**src/rtl/ac_control_unit_if.sv**
```systemverilog
// Control-unit bundle for the accumulator simulator: sequencing inputs from
// the datapath/memory and the register/memory strobes returned to them.
interface ac_control_unit_if #(
  parameter int CNT_W = 16
);
  logic             run_i;
  logic [2:0]       opcode_i;
  logic             zero_i;
  logic             mem_ack_i;
  logic             pc_wen_o;
  logic             pc_sel_o;
  logic             mar_wen_o;
  logic             mar_sel_o;
  logic             ir_wen_o;
  logic             ac_wen_o;
  logic [1:0]       alu_op_o;
  logic             mem_rd_o;
  logic             mem_wr_o;
  logic             halted_o;
  logic [2:0]       state_o;
  logic [CNT_W-1:0] instr_cnt_o;

  // The control unit drives the strobes.
  modport master (
    input  run_i, opcode_i, zero_i, mem_ack_i,
    output pc_wen_o, pc_sel_o, mar_wen_o, mar_sel_o, ir_wen_o, ac_wen_o,
           alu_op_o, mem_rd_o, mem_wr_o, halted_o, state_o, instr_cnt_o
  );

  // The datapath/memory side consumes the strobes.
  modport slave (
    output run_i, opcode_i, zero_i, mem_ack_i,
    input  pc_wen_o, pc_sel_o, mar_wen_o, mar_sel_o, ir_wen_o, ac_wen_o,
           alu_op_o, mem_rd_o, mem_wr_o, halted_o, state_o, instr_cnt_o
  );
endinterface

```
**src/rtl/ac_control_unit.sv**
```systemverilog
// Fetch/decode/execute sequencer for the 8-bit accumulator machine with an
// ack-based memory handshake and a saturating retired-instruction counter.
module ac_control_unit #(
  parameter int CNT_W = 16
) (
  input logic              clk_i,
  input logic              rst_ni,
  ac_control_unit_if.master bus
);

  localparam logic [2:0] S_IDLE   = 3'd0;
  localparam logic [2:0] S_FETCH0 = 3'd1;
  localparam logic [2:0] S_FETCH1 = 3'd2;
  localparam logic [2:0] S_DECODE = 3'd3;
  localparam logic [2:0] S_EXEC0  = 3'd4;
  localparam logic [2:0] S_EXEC1  = 3'd5;
  localparam logic [2:0] S_STORE  = 3'd6;
  localparam logic [2:0] S_HALT   = 3'd7;

  localparam logic [2:0] OP_NOP   = 3'b000;
  localparam logic [2:0] OP_LOAD  = 3'b001;
  localparam logic [2:0] OP_STORE = 3'b010;
  localparam logic [2:0] OP_ADD   = 3'b011;
  localparam logic [2:0] OP_SUB   = 3'b100;
  localparam logic [2:0] OP_JMP   = 3'b101;
  localparam logic [2:0] OP_JZ    = 3'b110;
  localparam logic [2:0] OP_HALT  = 3'b111;

  logic [2:0]       state, state_nxt, resume;
  logic [CNT_W-1:0] cnt;
  logic             pc_wen, pc_sel, mar_wen, mar_sel, ir_wen, ac_wen;
  logic             mem_rd, mem_wr;
  logic [1:0]       alu_op;

  // NOTE: state registers use non-blocking assignments so every flop samples
  // the pre-edge value of its inputs, independent of block ordering.
  always_ff @(posedge clk_i or negedge rst_ni) begin
    if (!rst_ni) begin
      state <= S_IDLE;
      cnt   <= '0;
    end else begin
      state <= state_nxt;
      if (state == S_DECODE && cnt != '1) cnt <= cnt + CNT_W'(1);
    end
  end

  // Where an instruction goes once it has fully completed.
  assign resume = bus.run_i ? S_FETCH0 : S_IDLE;

  always_comb begin
    // NOTE: every signal written here gets a default first, so no branch can
    // leave one unassigned and infer a latch.
    state_nxt = state;
    pc_wen    = 1'b0;
    pc_sel    = 1'b0;
    mar_wen   = 1'b0;
    mar_sel   = 1'b0;
    ir_wen    = 1'b0;
    ac_wen    = 1'b0;
    alu_op    = 2'b00;
    mem_rd    = 1'b0;
    mem_wr    = 1'b0;
    case (state)
      S_IDLE: if (bus.run_i) state_nxt = S_FETCH0;
      S_FETCH0: begin
        mar_wen   = 1'b1;
        state_nxt = S_FETCH1;
      end
      S_FETCH1: begin
        mem_rd = 1'b1;
        if (bus.mem_ack_i) begin
          ir_wen    = 1'b1;
          pc_wen    = 1'b1;
          state_nxt = S_DECODE;
        end
      end
      S_DECODE: begin
        case (bus.opcode_i)
          OP_JMP: begin
            pc_wen    = 1'b1;
            pc_sel    = 1'b1;
            state_nxt = resume;
          end
          OP_JZ: begin
            pc_wen    = bus.zero_i;
            pc_sel    = 1'b1;
            state_nxt = resume;
          end
          OP_HALT:                          state_nxt = S_HALT;
          OP_LOAD, OP_STORE, OP_ADD, OP_SUB: state_nxt = S_EXEC0;
          default:                          state_nxt = resume;
        endcase
      end
      S_EXEC0: begin
        mar_sel   = 1'b1;
        mar_wen   = 1'b1;
        state_nxt = (bus.opcode_i == OP_STORE) ? S_STORE : S_EXEC1;
      end
      S_EXEC1: begin
        mem_rd = 1'b1;
        case (bus.opcode_i)
          OP_ADD:  alu_op = 2'b01;
          OP_SUB:  alu_op = 2'b10;
          default: alu_op = 2'b00;
        endcase
        if (bus.mem_ack_i) begin
          ac_wen    = 1'b1;
          state_nxt = resume;
        end
      end
      S_STORE: begin
        mem_wr = 1'b1;
        if (bus.mem_ack_i) state_nxt = resume;
      end
      S_HALT: if (!bus.run_i) state_nxt = S_IDLE;
      default: state_nxt = S_IDLE;
    endcase
  end

  assign bus.pc_wen_o    = pc_wen;
  assign bus.pc_sel_o    = pc_sel;
  assign bus.mar_wen_o   = mar_wen;
  assign bus.mar_sel_o   = mar_sel;
  assign bus.ir_wen_o    = ir_wen;
  assign bus.ac_wen_o    = ac_wen;
  assign bus.alu_op_o    = alu_op;
  assign bus.mem_rd_o    = mem_rd;
  assign bus.mem_wr_o    = mem_wr;
  assign bus.halted_o    = (state == S_HALT);
  assign bus.state_o     = state;
  assign bus.instr_cnt_o = cnt;

endmodule

```
**src/flat_wrapper.sv**
```systemverilog
// flat-port wrapper written by rule: the top's interface ports become plain ports
module ac_control_unit_flat 
#(
  parameter int CNT_W = 16
)
  (clk_i, rst_ni, bus_run_i, bus_opcode_i, bus_zero_i, bus_mem_ack_i, bus_pc_wen_o, bus_pc_sel_o, bus_mar_wen_o, bus_mar_sel_o, bus_ir_wen_o, bus_ac_wen_o, bus_alu_op_o, bus_mem_rd_o, bus_mem_wr_o, bus_halted_o, bus_state_o, bus_instr_cnt_o);
  ac_control_unit_if #(.CNT_W(CNT_W)) bus_i ();
  input logic clk_i;
  input logic rst_ni;
  input wire logic [$bits(bus_i.run_i)-1:0] bus_run_i;
  input wire logic [$bits(bus_i.opcode_i)-1:0] bus_opcode_i;
  input wire logic [$bits(bus_i.zero_i)-1:0] bus_zero_i;
  input wire logic [$bits(bus_i.mem_ack_i)-1:0] bus_mem_ack_i;
  output wire logic [$bits(bus_i.pc_wen_o)-1:0] bus_pc_wen_o;
  output wire logic [$bits(bus_i.pc_sel_o)-1:0] bus_pc_sel_o;
  output wire logic [$bits(bus_i.mar_wen_o)-1:0] bus_mar_wen_o;
  output wire logic [$bits(bus_i.mar_sel_o)-1:0] bus_mar_sel_o;
  output wire logic [$bits(bus_i.ir_wen_o)-1:0] bus_ir_wen_o;
  output wire logic [$bits(bus_i.ac_wen_o)-1:0] bus_ac_wen_o;
  output wire logic [$bits(bus_i.alu_op_o)-1:0] bus_alu_op_o;
  output wire logic [$bits(bus_i.mem_rd_o)-1:0] bus_mem_rd_o;
  output wire logic [$bits(bus_i.mem_wr_o)-1:0] bus_mem_wr_o;
  output wire logic [$bits(bus_i.halted_o)-1:0] bus_halted_o;
  output wire logic [$bits(bus_i.state_o)-1:0] bus_state_o;
  output wire logic [$bits(bus_i.instr_cnt_o)-1:0] bus_instr_cnt_o;
  assign bus_i.run_i = bus_run_i;
  assign bus_i.opcode_i = bus_opcode_i;
  assign bus_i.zero_i = bus_zero_i;
  assign bus_i.mem_ack_i = bus_mem_ack_i;
  assign bus_pc_wen_o = bus_i.pc_wen_o;
  assign bus_pc_sel_o = bus_i.pc_sel_o;
  assign bus_mar_wen_o = bus_i.mar_wen_o;
  assign bus_mar_sel_o = bus_i.mar_sel_o;
  assign bus_ir_wen_o = bus_i.ir_wen_o;
  assign bus_ac_wen_o = bus_i.ac_wen_o;
  assign bus_alu_op_o = bus_i.alu_op_o;
  assign bus_mem_rd_o = bus_i.mem_rd_o;
  assign bus_mem_wr_o = bus_i.mem_wr_o;
  assign bus_halted_o = bus_i.halted_o;
  assign bus_state_o = bus_i.state_o;
  assign bus_instr_cnt_o = bus_i.instr_cnt_o;
  ac_control_unit #(.CNT_W(CNT_W)) u_core (.clk_i(clk_i), .rst_ni(rst_ni), .bus(bus_i));
endmodule
```
**config.mk**
```make
export PLATFORM = sky130hd
export DESIGN_NAME = ac_control_unit_flat
export DESIGN_NICKNAME = d
export VERILOG_FILES = /design/src/rtl/ac_control_unit_if.sv /design/src/rtl/ac_control_unit.sv /design/src/flat_wrapper.sv
export SDC_FILE = /design/constraint.sdc
export NUM_CORES = 1
export LEC_CHECK = 0
export ABC_AREA = 1
export BUFFER_PORTS_ARGS = -buffer_cell sky130_fd_sc_hd__buf_4
export CAP_MARGIN = 20
export CORE_AREA = 10 10 64 66
export DETAILED_ROUTE_END_ITERATION = 7
export DIE_AREA = 0 0 74 76
export PLACE_DENSITY = 0.86
export SLEW_MARGIN = 20
export SYNTH_ARGS = -nofsm -noshare
export SYNTH_HDL_FRONTEND = slang
export SYNTH_SLANG_ARGS = --single-unit
```
**constraint.sdc**
```tcl
create_clock -name clk_i -period 1.59 [get_ports clk_i]
set_input_delay 0.318 -clock clk_i [delete_from_list [all_inputs] [get_ports clk_i]]
set_output_delay 0.318 -clock clk_i [all_outputs]
set_load 0.02 [all_outputs]
```
# Yosys cells after proc, flatten, opt, wreduce, memory -nomap -nowiden
# Index checks and enable logic that the tools add are counted.
# totals
output_inout_bits	30
ff_bits	19
# op_classes
reduce_logical	8
n_addsub	1
n_eq_ne	19
n_mux	21
# ops
cell	count
$eq 3x3->1 const B	8
$pmux 3 s7	1
$add 16x1->16 const B	1
$ne 16x16->1 const B	1
$eq 3x2->1 const B	4
$mux 3	4
$mux 1	10
$reduce_or 2->1	4
$eq 3x1->1 const B	2
$ne 2x2->1 const B	3
$pmux 3 s2	1
$mux 2	2
$pmux 1 s2	2
$pmux 2 s2	1
$reduce_and 4->1	1
$reduce_or 4->1	1
$logic_not 3->1	1
$ne 2x1->1 const B	1
$logic_and 1x1->1	1

# Depth between registers and ports, before layout
# logic_depth
depth_word	4
mapped_depth	9

# Worst setup path after synthesis
# OpenSTA, ideal clock, no wires.
# synth_timing
path_type	reg-to-output
startpoint	register u_core.state[0] (netlist: u_core.bus.state_o[0])
endpoint	output port bus_pc_wen_o
path_buffers	0
t_required_ps	1272
stages_incl_launch_ff	7
setup_slack_ps	-308
t_arrival_ps	1580
path_cell_list	dfrtp_1 -> nand2_1 -> nor2_4 -> inv_1 -> a21oi_1 -> nand2_1 -> o21ai_0
# synth_via
elab_chain_cells	2
# synth_lines
item	line_no	rtl
start: declaration	ac_control_unit.sv:29	logic [2:0] state, state_nxt, resume;
start signal: assignment	ac_control_unit.sv:42	state <= state_nxt;
$eq 3x2->1	ac_control_unit.sv:63	case (state)
$pmux 1 s2 (*)	ac_control_unit.sv:63	
end: declaration	flat_wrapper.sv:14	output wire logic [$bits(bus_i.pc_wen_o)-1:0] bus_pc_wen_o;
# Mark *: on every way between the ends. The rest lies on a longest branch, timed or not.

# Worst setup path in the final report
# layout_timing
startpoint	register u_core.state[2] (netlist: u_core.bus.state_o[2])
endpoint	output port bus_alu_op_o[0]
# layout_via
elab_chain_cells	2
# layout_lines
item	line_no	rtl
$eq 3x3->1	ac_control_unit.sv:63	
$mux 2	ac_control_unit.sv:63	
end: declaration	flat_wrapper.sv:20	output wire logic [$bits(bus_i.alu_op_o)-1:0] bus_alu_op_o;
# Every way passes these cells.

==> flow_summary.ini <==
[run_status]
status = finished, violations left
failed_checks = setup timing

[route]
dr.first_iter.drc_count = 101
drt-total-wl_um = 3670
vias = 1436
wire_per_inst_um = 12.8
avgViaCountPerCell = 5.00
drcViolationCount = 0
dr.pass1.iters = 4
ant_nets = 0

[sta]
final.setup.tns_ps = -447
hold_violations = 0
skew_ps = 13.4
setup_violations = 7
whs_ps = 278
grt_setup_unrepaired = yes
fin_crit_sh_pct = 108
max_freq_ghz = 0.582
max_slew_margin_pct = 84.2
finalCriticalPeriod_ps = 1720
final-max-slew-violation-count = 0
setup_ws_ps = -127
max_slew.worst_pin.slew_ps = 235

[place]
gp_congestion = 0.892
dpl_cell_area_sq_mm = 0.00173
portBuffers = 37
dp_hpwl_um = 2790
dp_cells = 277

[critical_path]
r2r_end = u_core.bus.instr_cnt_o[6]$_DFFE_PN0P_
cp-end-kind = output port
cp_max_fo = 7
startpoint = u_core.bus.state_o[2]$_DFFE_PN0P_
arrival_ps = 1400
reg2reg_slack_ps = 160
cp-start-kind = register
worst-setup-path-type = reg -> out
rr_worst_depth = 8
r2r_start = u_core.bus.instr_cnt_o[0]$_DFFE_PN0P_
cp.required_ps = 1270

[synthesis]
synth.ff_latch_count = 19
synth_top_area_share_pct = 35.0
postSynthNetCount = 210
syn_inst = 201
yosys.area.top_type = dfrtp_1
ys_types = 29
synth_area_per_cell_sq_um = 6.77
yosys_warnings = 0
netlist_top_cells_area = dfrtp_1 35%, nand2_1 23%, xnor2_1 5.8%
synth-seq-area-share_pct = 35.0
syn_area_sq_mm = 0.00136

[floorplanning]
die_area_sq_mm = 0.00562
ioPinCount = 38
core_area_sq_mm = 0.00293
die_h_um = 76
start_util_pct = 46.5
row_count = 20
die_w_um = 74

[clocking]
cts-root-buf = clkbuf_4
cts_buffers = 3
cts_tree = built
clk_pin_slew_ps = 100
cts_buffer_depth = 2
clock_latency_ps = 300
cts_sinks = 19
htreeDepth = 1

[pwr]
power_frac_seq_pct = 28.5
p_int_mw = 1.29
pwr-share-comb_pct = 61.2
clkPwrFrac_pct = 10.2
max-vdd-ir-drop_mv = 1.08
p_sw_mw = 1.14
leakage_nw = 0.968
switching_share_pct = 46.8
cellPowerDensity_mw_per_mm2 = 1280

[finish]
num-fill-cells = 259
area_growth_pct = 39.7
antennaDiodeCount = 0
drive_gt1_share_pct = 34.6
nets = 264
layout.cells.non_filler = 287
final_cell_area_sq_mm = 0.00190

[global_routing]
grt_usage_pct = 13.2
antenna_found_initial = 0
grt_first_pass_wirelength_um = 6280
grt_pass1_vias = 1441
grt_overflow = 0
grt_max_degree = 20

[worst_hold_path]
holdPathEnd = u_core.bus.state_o[0]$_DFFE_PN0P_
min_path_type = in -> reg
holdCritStartpoint = bus_run_i
hold_depth = 3

[job]
drv_cap = 0
## state kept, by name, indices dropped and copies added, names as in the netlist
name	count
u_core.bus.instr_cnt_o	16
u_core.bus.state_o	3
## metal layers
| layer | track usage (%) | share of wire (%) |
|---|---|---|
| met5 | 0 | 0 |
| met4 | 4.48 | 1.3 |
| met3 | 4.17 | 7.8 |
| met2 | 21.7 | 50 |
| met1 | 15.4 | 41 |
## synthesized netlist by cell type (all sizes together)
master,n
a21oi,4
buf,2
clkinv,1
dfrtp,19
ha,1
inv,21
nand2,86
nand3,12
nand3b,1
nand4,3
nor2,24
nor3,4
nor4,1
o211ai,1
o21a,1
o21ai,7
or2,1
xnor2,9
xor2,3
## placed cells by master, fill, tap and decap left out, types with 2 or more instances in the layout
cell type / netlist / final
xor2_1: 3 / 3
nor3_1: 3 / 2
dfrtp_2: 0 / 3
dfrtp_1: 19 / 16
xnor2_1: 9 / 9
a21oi_1: 4 / 3
nor2_2: 2 / 3
inv_1: 18 / 15
inv_2: 2 / 5
nor2_1: 20 / 16
buf_6: 2 / 6
o21ai_1: 1 / 2
buf_4: 0 / 43
clkbuf_4: 0 / 3
o21ai_0: 6 / 5
nand2_2: 1 / 4
nand2_1: 84 / 80
nor3_2: 1 / 2
nand3_2: 3 / 3
nand3_1: 9 / 8
nand4_1: 2 / 2
clkinv_2: 1 / 2
nand2_4: 1 / 2
nor2_4: 2 / 5
## cell type report
class / instances / area [sq um] / share of cell area (%)
Timing Repair Buffer: 51 / 420 / 22.1
Clock buffer: 3 / 22.5 / 1.18
Inverter: 22 / 86.3 / 4.54
Tap cell: 33 / 41.3 / 2.17
Clock inverter: 1 / 5.00 / 0.263
Sequential cell: 19 / 479 / 25.2
Multi-Input combinational cell: 158 / 846 / 44.5
## worst max-delay path, cell delays in order, from the launching register on
cell and delay [ps]:
dfrtp_2 510, buf_12 140, nand3_4 110, nor3_1 170, buf_4 170
## logic make-up (layout without fill, tap and decap cells)
kind of cell | after synthesis | count (layout) | share of synthesized area [%]
flops | 19 | 19 | 35.0
compound gates | 13 | 13 | 5.15
buf+inv | 24 | 77 | 8.00
fa+ha+maj | 1 | 1 | 0.920
simple gates | 132 | 132 | 43.2
xor+xnor | 12 | 12 | 7.73
## repair_timing
item / in CTS / in global routing
hold endpoints to repair: 19 / 0
setup endpoints to repair: 9 / 10
gates resized for setup: 19 / 9
buffers inserted: 5 / 1
hold buffers: 1 / 0
pin swaps: 3 / 3
## power groups by stage
stage | combinational [mW] | clock, mW | sequential (mW)
5_1_grt | 1.62 | 0.274 | 0.704
3_3_place_gp | 1.17 | 0 | 0.695
6_report | 1.49 | 0.249 | 0.693
2_1_floorplan | 0.663 | 0 | 0.793
4_1_cts | 1.40 | 0.253 | 0.689
3_5_place_dp | 1.19 | 0 | 0.698
## worst max path at each step
| stage | to | slack, ps |
|---|---|---|
| floorplan | bus_pc_wen_o | -140 |
| global placement | bus_mar_wen_o | 140 |
| detailed placement | bus_mar_wen_o | 110 |
| CTS | bus_pc_wen_o | -90 |
| global route | bus_pc_wen_o | -210 |
| finish | bus_alu_op_o[0] | -130 |
## per-stage QoR
| stage | util, % | setup slack (ps) | power [mW] |
|---|---|---|---|
| after global placement | 59.1 | 142 | 1.87 |
| after CTS | 63.5 | -88.7 | 2.35 |
| final | 64.9 | -127 | 2.43 |
| after global routing | 64.9 | -207 | 2.60 |
| after detailed placement | 59.1 | 107 | 1.89 |
| after floorplan | - | -143 | 1.46 |
No activity file was read; power rests on OpenSTA's default activity.
